### src/rtl/div_if.sv
// Handshake/operand bundle between the EX stage and the iterative divider.
interface div_if;
  logic        signed_div_i;
  logic [31:0] opdata1_i;
  logic [31:0] opdata2_i;
  logic        start_i;
  logic        annul_i;
  logic [63:0] result_o;
  logic        ready_o;

  modport master (
    output signed_div_i,
    output opdata1_i,
    output opdata2_i,
    output start_i,
    output annul_i,
    input  result_o,
    input  ready_o
  );

  modport slave (
    input  signed_div_i,
    input  opdata1_i,
    input  opdata2_i,
    input  start_i,
    input  annul_i,
    output result_o,
    output ready_o
  );
endinterface

### src/rtl/div.sv
// Iterative 32-bit restoring divider, result {rem, quo}.
// Optional DIV_ZERO_DETECT_EN: zero divisor finishes early with result 0.
module div (
  input  logic clk,
  input  logic rst,
  div_if.slave bus
);

  typedef enum logic [1:0] {
    FREE   = 2'd0,
    ON     = 2'd1,
    END    = 2'd2
`ifdef DIV_ZERO_DETECT_EN
    , BYZERO = 2'd3
`endif
  } state_t;

  state_t      r_state;
  state_t      w_nxt;
  logic [5:0]  r_cnt;
  logic [64:0] r_work;
  logic [31:0] r_dvs;
  logic        r_sgn;
  logic        r_s1;
  logic        r_s2;
  logic [63:0] r_result;
  logic        r_ready;

  logic        w_go;
  logic [31:0] w_abs1;
  logic [31:0] w_abs2;
  logic [32:0] w_diff;
  logic [31:0] w_quo;
  logic [31:0] w_rem;

  assign w_go = bus.start_i && !bus.annul_i;

  assign w_abs1 = (bus.signed_div_i && bus.opdata1_i[31]) ?
                  (~bus.opdata1_i + 32'd1) : bus.opdata1_i;
  assign w_abs2 = (bus.signed_div_i && bus.opdata2_i[31]) ?
                  (~bus.opdata2_i + 32'd1) : bus.opdata2_i;

  assign w_diff = {1'b0, r_work[63:32]} - {1'b0, r_dvs};

  // Sign fix-up on the final unsigned quotient/remainder
  assign w_quo = (r_sgn && (r_s1 ^ r_s2)) ?
                 (~r_work[31:0] + 32'd1) : r_work[31:0];
  assign w_rem = (r_sgn && r_s1) ?
                 (~r_work[64:33] + 32'd1) : r_work[64:33];

  always_ff @(posedge clk) begin
    if (!rst) r_state <= FREE;
    else      r_state <= w_nxt;
  end

  always_comb begin
    w_nxt = r_state;
    unique case (r_state)
      FREE: begin
        if (w_go) begin
`ifdef DIV_ZERO_DETECT_EN
          w_nxt = (bus.opdata2_i == 32'd0) ? BYZERO : ON;
`else
          w_nxt = ON;
`endif
        end
      end
`ifdef DIV_ZERO_DETECT_EN
      BYZERO: begin
        w_nxt = bus.annul_i ? FREE : END;
      end
`endif
      ON: begin
        if (bus.annul_i)          w_nxt = FREE;
        else if (r_cnt == 6'd32)  w_nxt = END;
      end
      END: begin
        if (!bus.start_i) w_nxt = FREE;
      end
      default: w_nxt = FREE;
    endcase
  end

  always_ff @(posedge clk) begin
    if (!rst) begin
      r_cnt    <= 6'd0;
      r_work   <= 65'd0;
      r_dvs    <= 32'd0;
      r_sgn    <= 1'b0;
      r_s1     <= 1'b0;
      r_s2     <= 1'b0;
      r_result <= 64'd0;
      r_ready  <= 1'b0;
    end else begin
      unique case (r_state)
        FREE: begin
          if (w_go) begin
            r_cnt  <= 6'd0;
            r_work <= {32'd0, w_abs1, 1'b0};
            r_dvs  <= w_abs2;
            r_sgn  <= bus.signed_div_i;
            r_s1   <= bus.opdata1_i[31];
            r_s2   <= bus.opdata2_i[31];
          end
        end
`ifdef DIV_ZERO_DETECT_EN
        BYZERO: begin
          if (!bus.annul_i) begin
            r_result <= 64'd0;
            r_ready  <= 1'b1;
          end
        end
`endif
        ON: begin
          if (bus.annul_i) begin
            r_cnt <= 6'd0;
          end else if (r_cnt != 6'd32) begin
            if (w_diff[32])
              r_work <= {r_work[63:0], 1'b0};
            else
              r_work <= {w_diff[31:0], r_work[31:0], 1'b1};
            r_cnt <= r_cnt + 6'd1;
          end else begin
            r_result <= {w_rem, w_quo};
            r_ready  <= 1'b1;
            r_cnt    <= 6'd0;
          end
        end
        END: begin
          if (!bus.start_i) begin
            r_result <= 64'd0;
            r_ready  <= 1'b0;
          end
        end
        default: begin
          r_ready <= 1'b0;
        end
      endcase
    end
  end

  assign bus.result_o = r_result;
  assign bus.ready_o  = r_ready;

endmodule

### src/flat_wrapper.sv
// flat-port wrapper written by rule: the top's interface ports become plain ports
module div_flat 
  (clk, rst, bus_signed_div_i, bus_opdata1_i, bus_opdata2_i, bus_start_i, bus_annul_i, bus_result_o, bus_ready_o);
  div_if bus_i ();
  input  logic clk;
  input  logic rst;
  input wire logic [$bits(bus_i.signed_div_i)-1:0] bus_signed_div_i;
  input wire logic [$bits(bus_i.opdata1_i)-1:0] bus_opdata1_i;
  input wire logic [$bits(bus_i.opdata2_i)-1:0] bus_opdata2_i;
  input wire logic [$bits(bus_i.start_i)-1:0] bus_start_i;
  input wire logic [$bits(bus_i.annul_i)-1:0] bus_annul_i;
  output wire logic [$bits(bus_i.result_o)-1:0] bus_result_o;
  output wire logic [$bits(bus_i.ready_o)-1:0] bus_ready_o;
  assign bus_i.signed_div_i = bus_signed_div_i;
  assign bus_i.opdata1_i = bus_opdata1_i;
  assign bus_i.opdata2_i = bus_opdata2_i;
  assign bus_i.start_i = bus_start_i;
  assign bus_i.annul_i = bus_annul_i;
  assign bus_result_o = bus_i.result_o;
  assign bus_ready_o = bus_i.ready_o;
  div u_core (.clk(clk), .rst(rst), .bus(bus_i));
endmodule
### config.mk
export PLATFORM = sky130hd
export DESIGN_NAME = div_flat
export DESIGN_NICKNAME = d
export VERILOG_FILES = /design/src/rtl/div_if.sv /design/src/rtl/div.sv /design/src/flat_wrapper.sv
export SDC_FILE = /design/constraint.sdc
export NUM_CORES = 1
export LEC_CHECK = 0
export BUFFER_PORTS_ARGS = -buffer_cell sky130_fd_sc_hd__buf_2
export CORE_ASPECT_RATIO = 1.4
export CORE_UTILIZATION = 50
export CTS_CLUSTER_SIZE = 25
export DETAILED_ROUTE_END_ITERATION = 6
export GPL_TIMING_DRIVEN = 1
export PLACE_DENSITY = 0.73
export SETUP_SLACK_MARGIN = 0.1
export SLEW_MARGIN = 30
export SYNTH_ARGS = -nofsm -noshare
export SYNTH_HDL_FRONTEND = slang
export SYNTH_SLANG_ARGS = --single-unit
export TNS_END_PERCENT = 30
### constraint.sdc
create_clock -name clk -period 5.3 [get_ports clk]
set_clock_uncertainty 0.15 [all_clocks]
set_input_delay 0.265 -clock clk [delete_from_list [all_inputs] [get_ports clk]]
set_output_delay 0.265 -clock clk [all_outputs]
set_load 0.1 [all_outputs]
==> results of run 1 <==
[metal layers]
layer | wire length (microns) | vias up
li1 | - | 5166
met1 | 11470 | 4824
met2 | 16660 | 268
met3 | 1043 | 84
met4 | 1486 | 0
met5 | 0 | -
[worst max-delay path by stage]
stage | start | to | slack (ps)
after floorplan | u_core.r_work[46] | u_core.r_work[58] | 2360
after global placement | u_core.r_work[34] | u_core.r_work[62] | 1800
after CTS | u_core.r_work[46] | u_core.r_work[57] | 1760
final | u_core.r_work[46] | u_core.r_work[57] | 1750
after global routing | u_core.r_work[46] | u_core.r_work[39] | 1460
after detailed placement | u_core.r_work[46] | u_core.r_work[57] | 1800
[per-stage QoR]
step                cells  worst slack (ps)  util [%]  hold WS, ps
floorplan            1400              2359         -        251.0
global placement     1722              1802     55.52        282.8
detailed placement   1722              1801     55.52        286.3
CTS                  1760              1761     58.70       0.2958
global route         1760              1465     58.75        15.46
finish               1760              1750     58.75        4.640
[cells in the final DEF (no fill, tap or decap), types with 11 or more instances in the layout]
cell type,count
sky130_fd_sc_hd__nor2_1,180
sky130_fd_sc_hd__dfxtp_1,173
sky130_fd_sc_hd__nand2_1,138
sky130_fd_sc_hd__buf_2,133
sky130_fd_sc_hd__a21oi_1,132
sky130_fd_sc_hd__xor2_1,74
sky130_fd_sc_hd__xnor2_1,69
sky130_fd_sc_hd__o21ai_1,63
sky130_fd_sc_hd__o21ai_0,53
sky130_fd_sc_hd__inv_1,51
sky130_fd_sc_hd__ha_1,39
sky130_fd_sc_hd__a211oi_1,38
sky130_fd_sc_hd__a22oi_1,36
sky130_fd_sc_hd__nor3_1,24
sky130_fd_sc_hd__o31ai_1,20
sky130_fd_sc_hd__nand2b_1,18
sky130_fd_sc_hd__nor4_1,18
sky130_fd_sc_hd__clkbuf_16,17
sky130_fd_sc_hd__or3_1,15
sky130_fd_sc_hd__o211ai_1,15
sky130_fd_sc_hd__nand3_1,13
sky130_fd_sc_hd__a21o_1,11
[registers in the layout, indices dropped and copies added, names as in the netlist, 2 cells and up]
signal               count
u_core.bus.result_o     64
u_core.r_cnt             6
u_core.r_dvs            32
u_core.r_state           2
u_core.r_work           65
[critical path: stages (launching register included)]
cell and delay, ps:
sky130_fd_sc_hd__dfxtp_1 560, sky130_fd_sc_hd__ha_1 410, sky130_fd_sc_hd__a211oi_1 280, sky130_fd_sc_hd__nand2_1 80
sky130_fd_sc_hd__a41oi_1 170, sky130_fd_sc_hd__o31a_1 200, sky130_fd_sc_hd__o21ai_1 160, sky130_fd_sc_hd__a211oi_4 700
sky130_fd_sc_hd__buf_4 390, sky130_fd_sc_hd__nor2_1 90, sky130_fd_sc_hd__a21oi_1 140, sky130_fd_sc_hd__o21ai_1 70
[kinds of logic after synthesis]
family	after synthesis
AO/OA/AOI/OAI	436
XOR/XNOR	143
adder cells (fa/ha/maj)	40
buffers and inverters	131
flip-flops	173
multiplexers	9
AND/OR/NAND/NOR	468
[power groups by stage]
stage | Sequential, mW | Clock (mW) | Combinational, mW
floorplan | 1.40 | 0 | 0.378
finish | 1.38 | 1.26 | 0.535
global placement | 1.41 | 0 | 0.519
CTS | 1.38 | 1.29 | 0.532
global route | 1.39 | 1.33 | 0.595
detailed placement | 1.41 | 0 | 0.524
[timing repair]
action	4_1_cts	5_1_grt
resized for setup	0	0
hold buffers	6	0
hold endpoints to repair	7	0
[final cells by class]
type,count,area [sq um]
Fill cell,1972,8543
Multi-Input combinational cell,1096,6774
Sequential cell,173,3463
Timing Repair Buffer,150,812.0
Clock buffer,17,425.4
Tap cell,256,320.3
Inverter,53,198.9
Clock inverter,15,175.2
==> metrics.txt, run 1 <==
# TYPE chip_impl_metric gauge
chip_impl_metric{name="synth.avg_cell_area",unit="sq um"} 7.631
chip_impl_metric{name="via_count",unit=""} 10342
chip_impl_metric{name="globalRouteMet3Util",unit="%"} 4.133
chip_impl_metric{name="timing.reg2reg.setup_slack",unit="ps"} 1750
chip_impl_metric{name="power_frac_comb",unit="%"} 16.8
chip_impl_metric{name="power_frac_clock",unit="%"} 39.8
chip_impl_metric{name="drt.antenna.violating_nets",unit=""} 0
chip_impl_metric{name="yosysSeqAreaShare",unit="%"} 32.42
chip_impl_metric{name="antenna-diode-count",unit=""} 0
chip_impl_metric{name="worst-endpoint-arrival",unit="ps"} 3710
chip_impl_metric{name="postCtsSetupRepairBufs",unit=""} 0
chip_impl_metric{name="hold_viol_final",unit=""} 0
chip_impl_info{name="cts_tree",value="built"} 1
chip_impl_info{name="yosys.cell_count.top_type",value="sky130_fd_sc_hd__nor2_1"} 1
chip_impl_metric{name="number_of_instances_on_the_worst_hold_path",unit=""} 3
chip_impl_metric{name="core",unit="sq um"} 20710
chip_impl_metric{name="area.growth.synth_to_final",unit="%"} 13.90
chip_impl_metric{name="timing.max_slew.rel_slack",unit="%"} 35.18
chip_impl_metric{name="vias_per_cell",unit=""} 5.876
chip_impl_metric{name="share_of_cells_above_drive_strength_1",unit="%"} 13.43
chip_impl_metric{name="post_synth_instance_area",unit="sq um"} 10680
chip_impl_metric{name="first_global_vias",unit=""} 10099
chip_impl_info{name="timing.hold.worst.start",value="bus_opdata1_i[30]"} 1
chip_impl_metric{name="post_synth_and_or_nand_nor_area_fraction",unit="%"} 20.19
chip_impl_metric{name="initial_drt_markers",unit=""} 583
chip_impl_metric{name="highest_net_fanout_along_the_worst_path",unit=""} 26
chip_impl_info{name="yosysTopAreaCell",value="sky130_fd_sc_hd__dfxtp_1"} 1
chip_impl_metric{name="antenna_found_initial",unit=""} 0
chip_impl_metric{name="yosys.area_share.xor_xnor",unit="%"} 11.72
chip_impl_metric{name="setup-tns-final",unit="ps"} 0
chip_impl_metric{name="grt_start_max_net_pins",unit=""} 97
chip_impl_metric{name="synth_cells",unit=""} 1400
chip_impl_metric{name="wl_per_cell",unit="microns"} 17.42
chip_impl_metric{name="io_buffers",unit=""} 133
chip_impl_info{name="status",value="finished with violations"} 1
chip_impl_metric{name="synthMuxAreaShare",unit="%"} 0.8549
chip_impl_metric{name="share_of_the_clock_period_used_by_the_worst_path_after_layout",unit="%"} 66.97
chip_impl_metric{name="synth_edf_count",unit=""} 0
chip_impl_metric{name="power.leakage",unit="nW"} 4.994
chip_impl_info{name="dominant_combinational_cell_family_by_area_after_synthesis",value="compound AO/OA/AOI/OAI gates"} 1
chip_impl_metric{name="dieArea",unit="sq um"} 21960
chip_impl_metric{name="drc",unit=""} 5
chip_impl_info{name="timing.rr.start",value="u_core.r_work[46]"} 1
chip_impl_metric{name="clk_transition_reported_paths",unit="ps"} 80
chip_impl_metric{name="synth_compound_gate_area_share",unit="%"} 25.40
chip_impl_info{name="reg2reg_to",value="u_core.r_work[57]"} 1
chip_impl_metric{name="grt_overflow_total",unit=""} 0
chip_impl_info{name="cts_root_buffer",value="sky130_fd_sc_hd__clkbuf_16"} 1
chip_impl_info{name="most_used_routing_layer_in_global_routing",value="met2"} 1
chip_impl_info{name="grt_setup_unrepaired",value="false"} 1
chip_impl_metric{name="cts-root-to-sink-buffers",unit=""} 2
chip_impl_metric{name="synth_async_sr_flop_share",unit="%"} 0
chip_impl_metric{name="postRouteWirelength",unit="microns"} 30650
chip_impl_info{name="worst_hold_path_type",value="input pin to register"} 1
chip_impl_metric{name="maxCapViolCount",unit=""} 0
chip_impl_metric{name="wire_length_of_the_first_global_routing_pass",unit="microns"} 49850
chip_impl_metric{name="drt_first_pass_iters",unit=""} 7
chip_impl_metric{name="worst_skew_pair.late_latency",unit="ps"} 440
chip_impl_metric{name="hpwlAfterDp",unit="microns"} 23280
chip_impl_metric{name="synth.net_count",unit=""} 1509
chip_impl_metric{name="clock_sinks",unit=""} 173
chip_impl_metric{name="seq_power_share",unit="%"} 43.4
chip_impl_metric{name="cellPowerDensity",unit="nW/um^2"} 261.4
chip_impl_metric{name="cts_inserted_buffers",unit=""} 17
chip_impl_metric{name="worst_vdd_ir",unit="uV"} 233.7
chip_impl_metric{name="gr-usage-all-layers",unit="%"} 28.49
chip_impl_metric{name="netlist.area_leader.share",unit="%"} 32.42
chip_impl_metric{name="power.switching",unit="mW"} 0.9636
chip_impl_metric{name="final_nets",unit=""} 1600
chip_impl_info{name="synth.area.top_cells",value="sky130_fd_sc_hd__dfxtp_1, sky130_fd_sc_hd__nor2_1, sky130_fd_sc_hd__a21oi_1"} 1
chip_impl_metric{name="place_congestion",unit=""} 0.9163
chip_impl_metric{name="post_dp_cell_area",unit="sq um"} 11500
chip_impl_info{name="synth_ff_type",value="sky130_fd_sc_hd__dfxtp_1"} 1
chip_impl_info{name="failed_checks",value="design-rule violations"} 1
chip_impl_metric{name="worst_reg_to_reg_cells",unit=""} 11
chip_impl_metric{name="final_max_slew_viol_count",unit=""} 0
chip_impl_info{name="critical_path.startpoint_type",value="register"} 1
chip_impl_metric{name="warnings_synthesis",unit=""} 0
chip_impl_metric{name="seq_cells_post_synth",unit=""} 173
chip_impl_metric{name="die_w",unit="microns"} 125.5
chip_impl_metric{name="io_pins",unit=""} 134
chip_impl_info{name="synth.top_cells.by_count",value="sky130_fd_sc_hd__nor2_1, sky130_fd_sc_hd__dfxtp_1, sky130_fd_sc_hd__nand2_1, sky130_fd_sc_hd__a21oi_1, sky130_fd_sc_hd__xor2_1"} 1
chip_impl_info{name="timing_worst_setup_path_type",value="register to register"} 1
chip_impl_info{name="end_kind",value="register"} 1
chip_impl_metric{name="fin_crit",unit="ps"} 3550
chip_impl_metric{name="globalRouteMet1Util",unit="%"} 28.67
chip_impl_metric{name="grtUsageMet2",unit="%"} 55.21
chip_impl_info{name="timing.hold.worst_endpoint",value="u_core.r_work[31]"} 1
chip_impl_metric{name="htree_levels",unit=""} 4
chip_impl_metric{name="core.rowCount",unit=""} 62
chip_impl_metric{name="floorplan.die.height",unit="microns"} 175.0
chip_impl_metric{name="maximum_frequency_from_static_timing_analysis",unit="MHz"} 281.7
chip_impl_metric{name="switching_share_of_power",unit="%"} 30.29
chip_impl_metric{name="yosys.cell_types.count",unit=""} 70
chip_impl_metric{name="starting_density_of_the_core",unit="%"} 51.58
chip_impl_metric{name="totalPowerFinal",unit="mW"} 3.181
chip_impl_metric{name="setup-violations-final",unit=""} 0
chip_impl_metric{name="worst-slew-pin-transition",unit="ps"} 972.2
chip_impl_metric{name="yosys.area_share.adder",unit="%"} 4.755
chip_impl_metric{name="cellInternalPower",unit="mW"} 2.217
chip_impl_metric{name="non_filler_cell_area_final",unit="sq um"} 12170
chip_impl_metric{name="cp_data_required_time",unit="ps"} 5460
No activity file was read; power rests on OpenSTA's default activity.
==> run 2: changes to the inputs <==
==> constraint.sdc (replaced) <==
create_clock -name clk -period 3.27 [get_ports clk]
set_clock_uncertainty 0.15 [all_clocks]
set_input_delay 0.1635 -clock clk [delete_from_list [all_inputs] [get_ports clk]]
set_output_delay 0.1635 -clock clk [all_outputs]
set_load 0.1 [all_outputs]
==> metrics.txt, run 2 (synthesis results as in run 1) <==
# TYPE chip_impl_metric gauge
chip_impl_info{name="status",value="finished with violations"} 1
chip_impl_info{name="failed_checks",value="design-rule violations"} 1
chip_impl_metric{name="seq_power_share",unit="%"} 41.2
chip_impl_metric{name="first_global_vias",unit=""} 10346
chip_impl_metric{name="power_frac_comb",unit="%"} 17.5
chip_impl_metric{name="power.leakage",unit="nW"} 5.376
chip_impl_metric{name="worst_skew_pair.late_latency",unit="ps"} 440
chip_impl_metric{name="drc",unit=""} 5
chip_impl_metric{name="setup-tns-final",unit="ps"} 0
chip_impl_metric{name="cellInternalPower",unit="mW"} 3.882
chip_impl_metric{name="starting_density_of_the_core",unit="%"} 51.58
chip_impl_metric{name="switching_share_of_power",unit="%"} 28.48
chip_impl_metric{name="wire_length_of_the_first_global_routing_pass",unit="microns"} 51380
chip_impl_metric{name="dpl.cell_count",unit=""} 1761
chip_impl_metric{name="io_buffers",unit=""} 133
chip_impl_info{name="worst_hold_path_type",value="input pin to register"} 1
chip_impl_metric{name="worst-endpoint-arrival",unit="ps"} 3170
chip_impl_info{name="crit_path_cell_trace",value="or4_1 > or4_1 > nor3_1 > a21oi_1 > a21oi_1 > o21ai_1 > xnor2_1 > buf_4 > o21ai_1"} 1
chip_impl_info{name="cts_tree",value="built"} 1
chip_impl_metric{name="hold_ws",unit="ps"} 17.44
chip_impl_metric{name="worst_reg_to_reg_cells",unit=""} 9
chip_impl_metric{name="post_dp_cell_area",unit="sq um"} 11840
chip_impl_metric{name="gr-usage-all-layers",unit="%"} 29.24
chip_impl_info{name="timing.rr.start",value="u_core.r_work[10]"} 1
chip_impl_metric{name="setup-violations-final",unit=""} 0
chip_impl_metric{name="worst-slew-pin-transition",unit="ps"} 735.4
chip_impl_metric{name="wl_per_cell",unit="microns"} 17.24
chip_impl_metric{name="via_count",unit=""} 10756
chip_impl_metric{name="io_pins",unit=""} 134
chip_impl_metric{name="post_layout_nonfiller_instances",unit=""} 1832
chip_impl_metric{name="final_nets",unit=""} 1672
chip_impl_metric{name="share_of_cells_above_drive_strength_1",unit="%"} 15.55
chip_impl_info{name="critical_path.startpoint_type",value="register"} 1
chip_impl_metric{name="maximum_frequency_from_static_timing_analysis",unit="MHz"} 334.6
chip_impl_metric{name="clock_sinks",unit=""} 173
chip_impl_metric{name="place_ws",unit="ps"} 175.6
chip_impl_metric{name="highest_net_fanout_along_the_worst_path",unit=""} 7
chip_impl_info{name="cts_root_buffer",value="sky130_fd_sc_hd__clkbuf_16"} 1
chip_impl_metric{name="hpwlAfterDp",unit="microns"} 23760
chip_impl_metric{name="grt_overflow_total",unit=""} 0
chip_impl_metric{name="cts_inserted_buffers",unit=""} 17
chip_impl_metric{name="largest_reg_flops",unit=""} 65
chip_impl_metric{name="cellPowerDensity",unit="nW/um^2"} 420.3
chip_impl_metric{name="postRouteWirelength",unit="microns"} 31590
chip_impl_info{name="worst_path_max_delay_cell",value="sky130_fd_sc_hd__or4_1"} 1
chip_impl_metric{name="floorplan.die.height",unit="microns"} 175.0
chip_impl_info{name="registers.top_by_ff_count",value="u_core.r_work"} 1
chip_impl_metric{name="clk_transition_reported_paths",unit="ps"} 70
chip_impl_metric{name="final_max_slew_viol_count",unit=""} 0
chip_impl_metric{name="cp_data_required_time",unit="ps"} 3450
chip_impl_metric{name="non_filler_cell_area_final",unit="sq um"} 12910
chip_impl_metric{name="dieArea",unit="sq um"} 21960
chip_impl_metric{name="timing.max_slew.rel_slack",unit="%"} 50.90
chip_impl_info{name="final_common_cell",value="sky130_fd_sc_hd__nor2_1"} 1
chip_impl_metric{name="htree_levels",unit=""} 4
chip_impl_metric{name="critical_path.max_stage_delay",unit="ps"} 610
chip_impl_metric{name="share_of_the_clock_period_used_by_the_worst_path_after_layout",unit="%"} 91.38
chip_impl_metric{name="drt_first_pass_iters",unit=""} 7
chip_impl_metric{name="initial_drt_markers",unit=""} 710
chip_impl_info{name="reg2reg_to",value="u_core.bus.result_o[30]"} 1
chip_impl_metric{name="worst_vdd_ir",unit="uV"} 341.1
chip_impl_metric{name="timing.reg2reg.setup_slack",unit="ps"} 280
chip_impl_metric{name="antenna_found_initial",unit=""} 0
chip_impl_info{name="crit_path_start",value="u_core.r_work[10]"} 1
chip_impl_metric{name="antenna-diode-count",unit=""} 0
chip_impl_metric{name="maxCapViolCount",unit=""} 0
chip_impl_metric{name="die_w",unit="microns"} 125.5
chip_impl_info{name="grt_setup_unrepaired",value="true"} 1
chip_impl_metric{name="hold_viol_final",unit=""} 0
chip_impl_metric{name="area.growth.synth_to_final",unit="%"} 20.87
chip_impl_metric{name="core.rowCount",unit=""} 62
chip_impl_metric{name="setup_slack",unit="ps"} 281.7
chip_impl_metric{name="core",unit="sq um"} 20710
chip_impl_metric{name="power.switching",unit="mW"} 1.546
chip_impl_metric{name="vias_per_cell",unit=""} 5.871
chip_impl_metric{name="totalPowerFinal",unit="mW"} 5.428
chip_impl_metric{name="filler_cell_count",unit=""} 1840
chip_impl_metric{name="grt_start_max_net_pins",unit=""} 62
chip_impl_metric{name="fin_crit",unit="ps"} 2988
chip_impl_metric{name="postLayoutCoreUtil",unit="%"} 62.35
chip_impl_info{name="timing_worst_setup_path_type",value="register to register"} 1
chip_impl_metric{name="power_frac_clock",unit="%"} 41.3
chip_impl_info{name="end_kind",value="register"} 1
chip_impl_metric{name="cts-root-to-sink-buffers",unit=""} 2
chip_impl_metric{name="drt.antenna.violating_nets",unit=""} 0
chip_impl_metric{name="postCtsSetupRepairBufs",unit=""} 0
chip_impl_metric{name="place_congestion",unit=""} 0.9224
chip_impl_info{name="destination_of_the_critical_timing_path",value="u_core.bus.result_o[30]"} 1
chip_impl_info{name="most_frequent_cells_in_the_layout",value="sky130_fd_sc_hd__nor2_1, sky130_fd_sc_hd__dfxtp_1, sky130_fd_sc_hd__nand2_1"} 1
[run 2: how the worst min path moves through the flow]
stage                              end               startpoint  cells after the start  slack (ps)
3_3_place_gp   u_core.bus.result_o[62]  u_core.bus.result_o[62]                      2         280
3_5_place_dp   u_core.bus.result_o[29]  u_core.bus.result_o[29]                      2         290
2_1_floorplan              u_core.r_s2        bus_opdata2_i[31]                      2         150
6_report              u_core.r_work[8]         bus_opdata1_i[7]                      5          20
5_1_grt               u_core.r_work[8]         bus_opdata1_i[7]                      5          20
4_1_cts               u_core.r_dvs[28]        bus_opdata2_i[28]                      3           2
[run 2: layout make-up]
type / count / area (sq um) / share of cell area (%)
tap: 256 / 320.3 / 2.480
clock inverter: 13 / 203.9 / 1.579
inverter: 53 / 198.9 / 1.541
timing repair buffer: 222 / 1483 / 11.48
clock buffer: 19 / 442.9 / 3.430
sequential: 173 / 3463 / 26.82
multi-input combinational: 1096 / 6802 / 52.67
[run 2: critical path: cells and delay by family (launching register included)]
family / cells / cell delay [ps]
flops: 1 / 370
buf+inv: 1 / 160
xor+xnor: 1 / 180
simple gates: 3 / 1380
compound gates: 4 / 640
[run 2: repair_timing]
| item | 4_1_cts | 5_1_grt |
|---|---|---|
| setup endpoints to repair | 0 | 34 |
| hold buffers | 38 | 0 |
| hold endpoints to repair | 38 | 0 |
| gates resized for setup | 0 | 8 |
[run 2: layer usage]
metal  global-route usage, %  up-vias  part of all wire, %
met5                       0        -                    0
met2                   55.05      344                   53
met4                   18.60        0                  5.7
met3                   3.827      106                  3.8
li1                        -     5301                    -
met1                   30.26     5005                   38
[run 2: power groups by stage]
stage,clock network [mW],logic [mW],registers (mW)
after floorplan,0,0.613,2.26
after global placement,0,0.882,2.28
after detailed placement,0,0.892,2.28
after CTS,2.27,0.931,2.23
after global routing,2.34,1.05,2.24
final,2.24,0.951,2.23
==> run 3: changes to the inputs <==
--- a/config.mk
+++ b/config.mk
@@ -12,6 +12,7 @@
 export DETAILED_ROUTE_END_ITERATION = 6
 export GPL_TIMING_DRIVEN = 1
 export PLACE_DENSITY = 0.73
+export RECOVER_POWER = 25
 export SETUP_SLACK_MARGIN = 0.1
 export SLEW_MARGIN = 30
 export SYNTH_ARGS = -nofsm -noshare
==> metrics.txt, run 3 (synthesis results as in run 1) <==
# TYPE chip_impl_metric gauge
chip_impl_metric{name="timing.reg2reg.setup_slack",unit="ps"} 280
chip_impl_metric{name="starting_density_of_the_core",unit="%"} 51.58
chip_impl_metric{name="cellPowerDensity",unit="nW/um^2"} 422.6
chip_impl_metric{name="largest_reg_flops",unit=""} 65
chip_impl_metric{name="setup-tns-final",unit="ps"} 0
chip_impl_info{name="timing.rr.start",value="u_core.r_work[10]"} 1
chip_impl_metric{name="cts_inserted_buffers",unit=""} 17
chip_impl_metric{name="initial_drt_markers",unit=""} 702
chip_impl_metric{name="share_of_cells_above_drive_strength_1",unit="%"} 11.80
chip_impl_metric{name="htree_levels",unit=""} 4
chip_impl_metric{name="place_congestion",unit=""} 0.9224
chip_impl_metric{name="wl_per_cell",unit="microns"} 17.27
chip_impl_info{name="crit_path_cell_trace",value="or4_1 > or4_1 > nor3_1 > a21oi_1 > a21oi_1 > o21ai_1 > xnor2_1 > buf_4 > o21ai_1"} 1
chip_impl_metric{name="maxCapViolCount",unit=""} 0
chip_impl_metric{name="grt_start_max_net_pins",unit=""} 62
chip_impl_metric{name="die_w",unit="microns"} 125.5
chip_impl_metric{name="io_buffers",unit=""} 133
chip_impl_metric{name="post_dp_cell_area",unit="sq um"} 11840
chip_impl_metric{name="post_layout_nonfiller_instances",unit=""} 1832
chip_impl_info{name="critical_path.startpoint_type",value="register"} 1
chip_impl_metric{name="worst_reg_to_reg_cells",unit=""} 9
chip_impl_metric{name="io_pins",unit=""} 134
chip_impl_info{name="failed_checks",value="design-rule violations"} 1
chip_impl_info{name="most_frequent_cells_in_the_layout",value="sky130_fd_sc_hd__nor2_1, sky130_fd_sc_hd__dfxtp_1, sky130_fd_sc_hd__nand2_1"} 1
chip_impl_metric{name="hold_viol_final",unit=""} 0
chip_impl_metric{name="hpwlAfterDp",unit="microns"} 23760
chip_impl_metric{name="fin_crit",unit="ps"} 2990
chip_impl_metric{name="share_of_the_clock_period_used_by_the_worst_path_after_layout",unit="%"} 91.45
chip_impl_info{name="final_common_cell",value="sky130_fd_sc_hd__nor2_1"} 1
chip_impl_metric{name="worst_skew_pair.late_latency",unit="ps"} 440
chip_impl_info{name="reg2reg_to",value="u_core.bus.result_o[30]"} 1
chip_impl_metric{name="gr-usage-all-layers",unit="%"} 29.24
chip_impl_metric{name="highest_net_fanout_along_the_worst_path",unit=""} 7
chip_impl_metric{name="drc",unit=""} 5
chip_impl_metric{name="grt_overflow_total",unit=""} 0
chip_impl_metric{name="wire_length_of_the_first_global_routing_pass",unit="microns"} 51380
chip_impl_metric{name="clk_transition_reported_paths",unit="ps"} 70
chip_impl_metric{name="via_count",unit=""} 10768
chip_impl_metric{name="worst-endpoint-arrival",unit="ps"} 3170
chip_impl_metric{name="final_max_slew_viol_count",unit=""} 0
chip_impl_metric{name="cp_data_required_time",unit="ps"} 3450
chip_impl_metric{name="worst_vdd_ir",unit="uV"} 338.0
chip_impl_metric{name="dieArea",unit="sq um"} 21960
chip_impl_metric{name="setup-violations-final",unit=""} 0
chip_impl_metric{name="drt.antenna.violating_nets",unit=""} 0
chip_impl_info{name="end_kind",value="register"} 1
chip_impl_metric{name="power.leakage",unit="nW"} 5.115
chip_impl_info{name="crit_path_start",value="u_core.r_work[10]"} 1
chip_impl_metric{name="antenna-diode-count",unit=""} 0
chip_impl_metric{name="drt_first_pass_iters",unit=""} 7
chip_impl_info{name="destination_of_the_critical_timing_path",value="u_core.bus.result_o[30]"} 1
chip_impl_metric{name="critical_path.max_stage_delay",unit="ps"} 610
chip_impl_metric{name="maximum_frequency_from_static_timing_analysis",unit="MHz"} 334.4
chip_impl_metric{name="core.rowCount",unit=""} 62
chip_impl_metric{name="postRouteWirelength",unit="microns"} 31630
chip_impl_metric{name="worst-slew-pin-transition",unit="ps"} 1285
chip_impl_metric{name="antenna_found_initial",unit=""} 0
chip_impl_info{name="status",value="finished with violations"} 1
chip_impl_info{name="worst_hold_path_type",value="input pin to register"} 1
chip_impl_metric{name="vias_per_cell",unit=""} 5.878
chip_impl_metric{name="first_global_vias",unit=""} 10346
chip_impl_info{name="timing.critical_path.max_delay_family",value="simple AND/OR/NAND/NOR gates"} 1
chip_impl_info{name="worst_path_max_delay_cell",value="sky130_fd_sc_hd__or4_1"} 1
chip_impl_metric{name="final_nets",unit=""} 1672
chip_impl_metric{name="dpl.cell_count",unit=""} 1761
chip_impl_info{name="cts_tree",value="built"} 1
chip_impl_metric{name="cts-root-to-sink-buffers",unit=""} 2
chip_impl_metric{name="clock_sinks",unit=""} 173
chip_impl_info{name="timing_worst_setup_path_type",value="register to register"} 1
chip_impl_metric{name="worstSetupPathDepth",unit=""} 9
chip_impl_metric{name="non_filler_cell_area_final",unit="sq um"} 12840
chip_impl_metric{name="crit_buf_inv",unit=""} 1
chip_impl_info{name="registers.top_by_ff_count",value="u_core.r_work"} 1
chip_impl_metric{name="totalPowerFinal",unit="mW"} 5.426
chip_impl_info{name="cts_root_buffer",value="sky130_fd_sc_hd__clkbuf_16"} 1
chip_impl_metric{name="core",unit="sq um"} 20710
chip_impl_metric{name="floorplan.die.height",unit="microns"} 175.0
chip_impl_metric{name="timing.max_slew.rel_slack",unit="%"} 14.71
chip_impl_metric{name="area.growth.synth_to_final",unit="%"} 20.18
chip_impl_info{name="grt_setup_unrepaired",value="true"} 1
chip_impl_metric{name="postLayoutCoreUtil",unit="%"} 61.99
chip_impl_metric{name="postCtsSetupRepairBufs",unit=""} 0
==> run 3: tightest hold or removal path, delay by kind of cell <==
family | cells | cell delay [ps]
AO/OA/AOI/OAI | 2 | 130
XOR/XNOR | 1 | 120
buffers and inverters | 1 | 90
AND/OR/NAND/NOR | 1 | 50
==> run 3: area by class of cell <==
type                            instances  area (sq um)
Clock buffer                           19         442.9
Clock inverter                         13         203.9
Fill cell                            1867          7873
Inverter                               53         198.9
Multi-Input combinational cell       1096          6802
Sequential cell                       173          3463
Tap cell                              256         320.3
Timing Repair Buffer                  222          1409
==> run 3: repair_timing <==
action / in CTS / in global routing
endpoints found under the setup margin: 0 / 34
resized for setup: 0 / 8
hold buffers: 38 / 0
hold endpoints to repair: 38 / 0
==> run 3: per-layer routing <==
layer	vias to the layer above	routed length, microns	global-route usage, %
li1	5301	-	-
met1	5018	11890	30.26
met2	349	16690	55.05
met3	100	1239	3.827
met4	0	1812	18.60
met5	-	0	0
==> run 3: stage by stage <==
step | hold slack, ps | worst slack [ps]
global placement | 279.7 | 234.9
global route | 24.40 | 74.29
finish | 18.21 | 279.7
detailed placement | 288.2 | 175.6
CTS | 1.597 | 149.6
floorplan | 149.5 | 329.3
==> run 3: report_power, final <==
part | switching (mW) | total, mW | internal (mW) | leakage [nW]
combinational | 0.557 | 0.950 | 0.393 | 3.40
clock | 0.921 | 2.24 | 1.32 | 0.313
sequential | 0.0647 | 2.23 | 2.17 | 1.40
==> run 3: how the worst min path moves through the flow <==
stage                                        from                      end  slack, ps  cells past startpoint
final                            bus_opdata1_i[7]         u_core.r_work[8]         20                      5
after global routing             bus_opdata1_i[7]         u_core.r_work[8]         20                      5
after CTS                       bus_opdata2_i[28]         u_core.r_dvs[28]          2                      3
after detailed placement  u_core.bus.result_o[29]  u_core.bus.result_o[29]        290                      2
after global placement    u_core.bus.result_o[62]  u_core.bus.result_o[62]        280                      2
after floorplan                 bus_opdata2_i[31]              u_core.r_s2        150                      2
